**config.mk**
```make
export PLATFORM = sky130hd
export DESIGN_NAME = cardinal_nic_fifo
export DESIGN_NICKNAME = d
export VERILOG_FILES = /design/src/rtl/cardinal_nic_fifo.sv
export SDC_FILE = /design/constraint.sdc
export NUM_CORES = 1
export LEC_CHECK = 0
export BUFFER_PORTS_ARGS = -buffer_cell sky130_fd_sc_hd__buf_2
export CAP_MARGIN = 20
export CORE_AREA = 5 5 211 213
export DETAILED_ROUTE_END_ITERATION = 10
export DIE_AREA = 0 0 216 218
export PLACE_DENSITY = 0.78
export SETUP_SLACK_MARGIN = 0.4
export SLEW_MARGIN = 20
export SYNTH_ARGS = -nofsm -noshare
export SYNTH_HDL_FRONTEND = slang
export SYNTH_SLANG_ARGS = --single-unit
```
**constraint.sdc**
```tcl
create_clock -name clk -period 6 [get_ports clk]
set_input_delay 0.9 -clock clk [delete_from_list [all_inputs] [get_ports clk]]
set_output_delay 0.9 -clock clk [all_outputs]
set_load 0.02 [all_outputs]
```
**src/rtl/cardinal_nic_fifo.sv**
```systemverilog
// Cardinal NIC with DEPTH-entry FIFOs between processor and mesh router.
// Define CARDINAL_NIC_OVF_FLAG_EN for a sticky dropped-write flag in status bit 0.
module cardinal_nic_fifo #(
  parameter int PAC_WIDTH = 64,
  parameter int DEPTH     = 4,
  localparam int CNT_W    = $clog2(DEPTH+1)
) (
  input  logic                 clk,
  input  logic                 reset,
  input  logic [0:1]           addr,
  input  logic [0:PAC_WIDTH-1] d_in,
  output logic [0:PAC_WIDTH-1] d_out,
  input  logic                 nicEn,
  input  logic                 nicWrEn,
  input  logic                 net_si,
  output logic                 net_ri,
  input  logic [0:PAC_WIDTH-1] net_di,
  output logic                 net_so,
  input  logic                 net_ro,
  output logic [0:PAC_WIDTH-1] net_do,
  input  logic                 net_polarity
);

  localparam int PTR_W = $clog2(DEPTH);
  localparam int CB    = PAC_WIDTH-1-CNT_W;
  localparam logic [CNT_W-1:0] FULL = CNT_W'(DEPTH);

  logic [0:PAC_WIDTH-1] in_mem  [DEPTH];
  logic [0:PAC_WIDTH-1] out_mem [DEPTH];
  logic [PTR_W-1:0]     in_wp, in_rp, out_wp, out_rp;
  logic [CNT_W-1:0]     in_cnt, out_cnt;

  logic rd, wr;
  logic a_in, a_ist, a_out, a_ost;
  logic in_push, in_pop, out_push, out_pop;
  logic out_full, ovf_bit;
  logic [0:PAC_WIDTH-1] in_stat, out_stat;

  assign rd    = nicEn & ~nicWrEn;
  assign wr    = nicEn & nicWrEn;
  assign a_in  = (addr == 2'b00);
  assign a_ist = (addr == 2'b01);
  assign a_out = (addr == 2'b10);
  assign a_ost = (addr == 2'b11);

  assign net_ri   = (in_cnt != FULL);
  assign out_full = (out_cnt == FULL);

  assign in_push  = net_si & net_ri;
  assign in_pop   = rd & a_in & (in_cnt != '0);
  assign out_push = wr & a_out & ~out_full;
  // Only the packet whose VC matches this cycle's phase may leave.
  assign out_pop  = (out_cnt != '0) & net_ro
                  & (out_mem[out_rp][0] == net_polarity);

`ifdef CARDINAL_NIC_OVF_FLAG_EN
  logic ovf;

  always_ff @(posedge clk or posedge reset) begin
    if (reset)
      ovf <= 1'b0;
    else if (wr && a_out && out_full)
      ovf <= 1'b1;
    else if (rd && a_ost)
      ovf <= 1'b0;
  end

  assign ovf_bit = ovf;
`else
  assign ovf_bit = 1'b0;
`endif

  always_comb begin
    in_stat                 = '0;
    in_stat[PAC_WIDTH-1]    = (in_cnt != '0);
    in_stat[CB +: CNT_W]    = in_cnt;
    in_stat[0]              = ovf_bit;
    out_stat                = '0;
    out_stat[PAC_WIDTH-1]   = out_full;
    out_stat[CB +: CNT_W]   = out_cnt;
    out_stat[0]             = ovf_bit;
  end

  always_ff @(posedge clk) begin
    if (in_push)
      in_mem[in_wp] <= net_di;
    if (out_push)
      out_mem[out_wp] <= d_in;
  end

  always_ff @(posedge clk or posedge reset) begin
    if (reset) begin
      in_wp   <= '0;
      in_rp   <= '0;
      in_cnt  <= '0;
      out_wp  <= '0;
      out_rp  <= '0;
      out_cnt <= '0;
    end else begin
      if (in_push)
        in_wp <= in_wp + 1'b1;
      if (in_pop)
        in_rp <= in_rp + 1'b1;
      if (out_push)
        out_wp <= out_wp + 1'b1;
      if (out_pop)
        out_rp <= out_rp + 1'b1;
      in_cnt  <= in_cnt + CNT_W'(in_push) - CNT_W'(in_pop);
      out_cnt <= out_cnt + CNT_W'(out_push) - CNT_W'(out_pop);
    end
  end

  always_ff @(posedge clk or posedge reset) begin
    if (reset) begin
      d_out <= '0;
    end else if (rd) begin
      unique case (1'b1)
        a_in:    d_out <= in_pop ? in_mem[in_rp] : '0;
        a_ist:   d_out <= in_stat;
        a_ost:   d_out <= out_stat;
        default: d_out <= '0;
      endcase
    end
  end

  always_ff @(posedge clk or posedge reset) begin
    if (reset) begin
      net_so <= 1'b0;
      net_do <= '0;
    end else begin
      net_so <= out_pop;
      if (out_pop)
        net_do <= out_mem[out_rp];
    end
  end

endmodule

```
; Word level (Yosys, flattened, before mapping)
; Memories as Yosys holds them, arrays and structs flattened.
; Cells that the tools add are included.
[totals]
mem_bits_rw = 512
n_memories = 2
input_bits = 137
register_bits = 143
out_inout_bits = 130
[memory_table]
columns = memory, words, width, read_ports, rd_clocked_by_memory_dff, wr, line_no
row1 = in_mem, 4, 64, 1, 0, 1, 28  ; logic [0:PAC_WIDTH-1] in_mem [DEPTH];
row2 = out_mem, 4, 64, 1, 0, 1, 29  ; logic [0:PAC_WIDTH-1] out_mem [DEPTH];
[op_classes]
bitwise = 11
n_mux = 6
add_sub_neg = 8
eq_ne = 6
n_reduce_logical = 3
[op_table]
columns = op, n
row1 = 64-bit one-hot mux with 3 select lines, 1
row2 = 64-bit 2-to-1 mux, 1
row3 = 1-bit bitwise AND, 9
row4 = "2-bit by 1-bit adder with 2-bit output, second input constant", 4
row5 = 3-bit by 1-bit adder with 3-bit output, 2
row6 = 3-bit nonzero test, 2
row7 = 3-bit by 1-bit subtractor with 3-bit output, 2
row8 = "2-bit equality test, second input constant", 2
row9 = 1-bit 2-to-1 mux, 4
row10 = "3-bit equality test, second input constant", 1
row11 = "3-bit != test, second input constant", 1
row12 = "2-bit by 1-bit equality test with 1-bit output, second input constant", 1
row13 = 2-bit logical NOT, 1
row14 = 1-bit inverter, 2
row15 = 1-bit equality test, 1

; Longest topological paths before layout
[logic_depth]
word_depth = 6
ltp_mapped = 13
ltp_nobuf = 11

; Worst setup path after synthesis
; No wires, ideal clock.
[synth_path]
path_kind = input to register
start = in addr[0] in the netlist's numbering
end = mem out_mem[0][0] in the netlist's numbering, enable pin
setup_time_ns = 0.429
required_ns = 5.571
arrival_ns = 3.290
cell_stages = 4
setup_slack_ns = 2.281
n_path_buf = 1
path_cell_list = clkbuf_1 nand2b_1 nor3_1 and2_1
[synth_between]
elab_chain_cells = 5
[synth_lines]
columns = element, line_no
row1 = start: declaration, 10  ; input logic [0:1] addr,
row2 = 2-bit equality test, 43  ; assign a_out = (addr == 2'b10);
row3 = 1-bit bitwise AND (2 in series), 51  ; assign out_push = wr & a_out & ~out_full;
row4 = 1-bit 2-to-1 mux, 87  ; if (out_push)
row5 = 1-bit 2-to-1 mux (not written as such), 88  ; out_mem[out_wp] <= d_in;
row6 = end: declaration, 29
; No other way between the ends.

; Worst setup path after layout
[layout_path]
start = reg out_rp[0]
end = reg out_cnt[2]
[layout_between]
elab_chain_cells = 4
[layout_lines]
columns = element, line_no
row1 = start: declaration, 30  ; logic [PTR_W-1:0] in_wp, in_rp, out_wp, out_rp;
row2 = start signal: assignment, 107  ; out_rp <= out_rp + 1'b1;
row3 = memory read 4 x 64 bit, --
row4 = 1-bit equality test, 54  ; & (out_mem[out_rp][0] == net_polarity);
row5 = 1-bit bitwise AND, 54
row6 = net out_pop, 35  ; logic in_push, in_pop, out_push, out_pop;
row7 = 3-bit by 1-bit subtractor with 3-bit output, 109  ; out_cnt <= out_cnt + CNT_W'(out_push) - CNT_W'(out_pop);
row8 = end signal: assignment, 109
row9 = end: declaration, 31  ; logic [CNT_W-1:0] in_cnt, out_cnt;
; The timed path passes the listed nets, and every way through them passes these cells.
; A chain may end at the register's enable or synchronous reset.

==> reports/qor.csv <==
metric,value,unit
status,"complete, no violations",
Max Fclk,305.6,MHz
Pwr Total,13.92,mW
Switching Power,3.869,mW
Worst-path clk slew,60,ps
Hold Buf Count CTS,0,
Rows,76,
Leak Pwr,10.62,nW
Hold Worst Slack,493.4,ps
most common flop cell mapped by yosys,edfxtp_1,
DR iter-0 viols,968,
gr ovfl total,0,
Layout Nets,1493,
Final Hold Viols,0,
fin util,66.86,%
"delay-heaviest family, CP",adder cells,
Hold Path Class,flop to flop,
post-DR vias/cell,5.883,
Initial Util,56.79,%
top cell type's share of synthesized area,63.69,%
DP Worst Slack,2570,ps
Post-synth ARST share,21.83,%
leading area contributor after synthesis,edfxtp_1,
Tmin final,3272,ps
Port Buffers,266,
Worst EP required,6510,ps
final worst slack,2728,ps
relative slew slack,30.93,%
total CTS buffers,67,
initial antenna violation count,12,
die width,216,um
post-synthesis sequential area ratio,78.51,%
die span in y,218,um
"Avg Cell Area, Syn",23.08,sq um
GP Congestion,0.7400,
Reg power frac,44.6,%
CP max FO,22,
Post-synth EDFFs,512,
post-DR wirelength/cell,24.61,um
first-pass GRT wire length,74.52,mm
via count,11440,
"top cells by area, synth","edfxtp_1 (64%), dfrtp_1 (15%), mux4_2 (12%), mux2_4 (3.1%), a22o_1 (2.2%)",
clock sinks,655,
combinational power share,24.1,%
setup TNS,0,ps
syn_nets,1197,
slowest CP cell,dfrtp_4,
worst slew pin tran,1036,ps
clock root cell,clkbuf_16,
Netlist cell types,32,
vias in the first global route,12510,
"Cell Area, Synth",24140,sq um
Worst Path Buf+Inv,3,
GR Util All Layers,20.79,%
CTS H-tree lvls,3,
full die area,47090,sq um
most frequent cells in the layout,"edfxtp_1 (512), buf_2 (266), dfrtp_1 (139), mux4_2 (128), clkbuf_16 (68)",
crit path cell chain,mux4_2 -> xnor2_1 -> nand2_4 -> inv_1 -> ha_1 -> inv_1 -> ha_1 -> inv_1 -> fa_1 -> xnor2_1 -> xnor2_1,
Worst VDD drop,0.3011,mV
number of max-cap violations,0,
final-report setup violation count,0,
TritonCTS clock tree,yes,
Yosys reg bits,655,
clock power share,31.3,%
"Slew Viols, Final",0,
WL met1,18.98,mm
Final ANT Viol Nets,0,
PwrDens,490.0,nW/um^2
period utilisation layout,54.53,%
HPWL Detailed,26.34,mm
Residual DRC,0,
"Clk Latency, worst-skew pair",590,ps
Max Buffers Root-to-Sink,3,
pin count of the biggest net entering global routing,144,
layout cells sized above 1,42.45,%
clock skew,19.28,ps
Highest Signal Layer,met5,
Post-CTS Setup Inserts,0,
Setup crit start kind,flop,
crit path DAT,3780,ps
Final Routed Wirelength,47.87,mm
Yosys warning count,0,
Internal,10.06,mW
post-synthesis instance total,1046,
post-cts gate resize count,0,
core area,42510,sq um
CP max stage delay,690,ps
RSZ-0062 raised after global routing,no,
Worst setup EP type,flop,
# IOs,267,
Crit Path Class,flop to flop,
metal2 WL,23.99,mm
met3 WL post-DR,3.939,mm
synth-to-layout area growth,17.72,%
switch share,27.78,%
"most common cell after layout, fill and taps aside",edfxtp_1,
detailed-router iteration count before antenna repair,5,
-- path summary, 6_finish.rpt --
path	end	start	slack, ps	cells past startpoint
worst min register to register	d_out[60]$_DFFE_PP0N_	d_out[60]$_DFFE_PP0N_	490	2
max in group asynchronous	out_rp[0]$_DFFE_PP0P_	reset	4730	3
worst min-delay path	d_out[60]$_DFFE_PP0N_	d_out[60]$_DFFE_PP0N_	490	2
worst max register to register	out_cnt[2]$_DFF_PP0_	out_rp[0]$_DFFE_PP0P_	2730	11
min in group asynchronous	d_out[55]$_DFFE_PP0N_	reset	540	3
worst max-delay path	out_cnt[2]$_DFF_PP0_	out_rp[0]$_DFFE_PP0P_	2730	11
-- kinds of logic after synthesis --
| kind of cell | after synthesis | synth area share [%] |
|---|---|---|
| buffers and inverters | 65 | 1.239 |
| and+or+nand+nor | 31 | 0.6634 |
| adders and majority gates | 14 | 0.7878 |
| muxes | 194 | 15.80 |
| AOI/OAI and AO/OA | 75 | 2.566 |
| DFF | 655 | 78.51 |
| xor gates and xnor gates | 12 | 0.4354 |
-- flip-flops by register name (all words and copies together) (netlist names) --
register / count
net_do: 64
in_wp: 2
out_cnt: 3
in_cnt: 3
in_rp: 2
out_rp: 2
net_so: 1
out_mem: 256
out_wp: 2
in_mem: 256
d_out: 64
-- power groups by stage --
stage          registers, mW  clock network (mW)  logic, mW
6_report                6.21                4.36       3.36
5_1_grt                 6.31                4.67       3.61
4_1_cts                 6.22                4.45       3.43
3_5_place_dp            6.29                   0       3.40
3_3_place_gp            6.25                   0       3.33
2_1_floorplan           6.46                   0       2.22
-- layer usage --
metal | track usage, % | up-vias
met3 | 6.955 | 87
met2 | 33.86 | 433
met1 | 27.81 | 6012
met4 | 5.024 | 22
met5 | 0 | -
li1 | - | 4888
-- through the flow --
stage / instance area (sq um) / cells
finish: 28420 / 1945
global route: 28410 / 1943
CTS: 28410 / 1943
detailed placement: 26070 / 1819
global placement: 26070 / 1819
floorplan: 24140 / 1046
-- synthesized netlist by cell type (all sizes together) (2+ instances only) --
cell type,number
edfxtp,512
dfrtp,143
mux4,128
mux2,66
a22o,60
clkbuf,30
buf,21
inv,14
ha,12
nand2,10
xnor2,10
o21ai,6
and2,5
and3,4
nand2b,4
a22oi,3
nor3,3
a21oi,2
fa,2
nor2,2
xor2,2
-- area by class of cell --
cell class | instances | area [sq um]
clock buffers | 86 | 1839
multi-input cells | 326 | 4935
inverters | 14 | 57.56
well taps | 546 | 683.2
clock inverters | 38 | 501.7
diodes | 2 | 5.005
fillers | 2660 | 14090
flip-flops and latches | 655 | 18960
repair buffers | 278 | 1434
-- tightest hold or removal path, delay by kind of cell, from the launching register on --
kind,cells,cell delay (ps)
AOI/OAI and AO/OA,1,70
and+or+nand+nor,1,50
DFF,1,340
(Power assumes the default switching activity.)
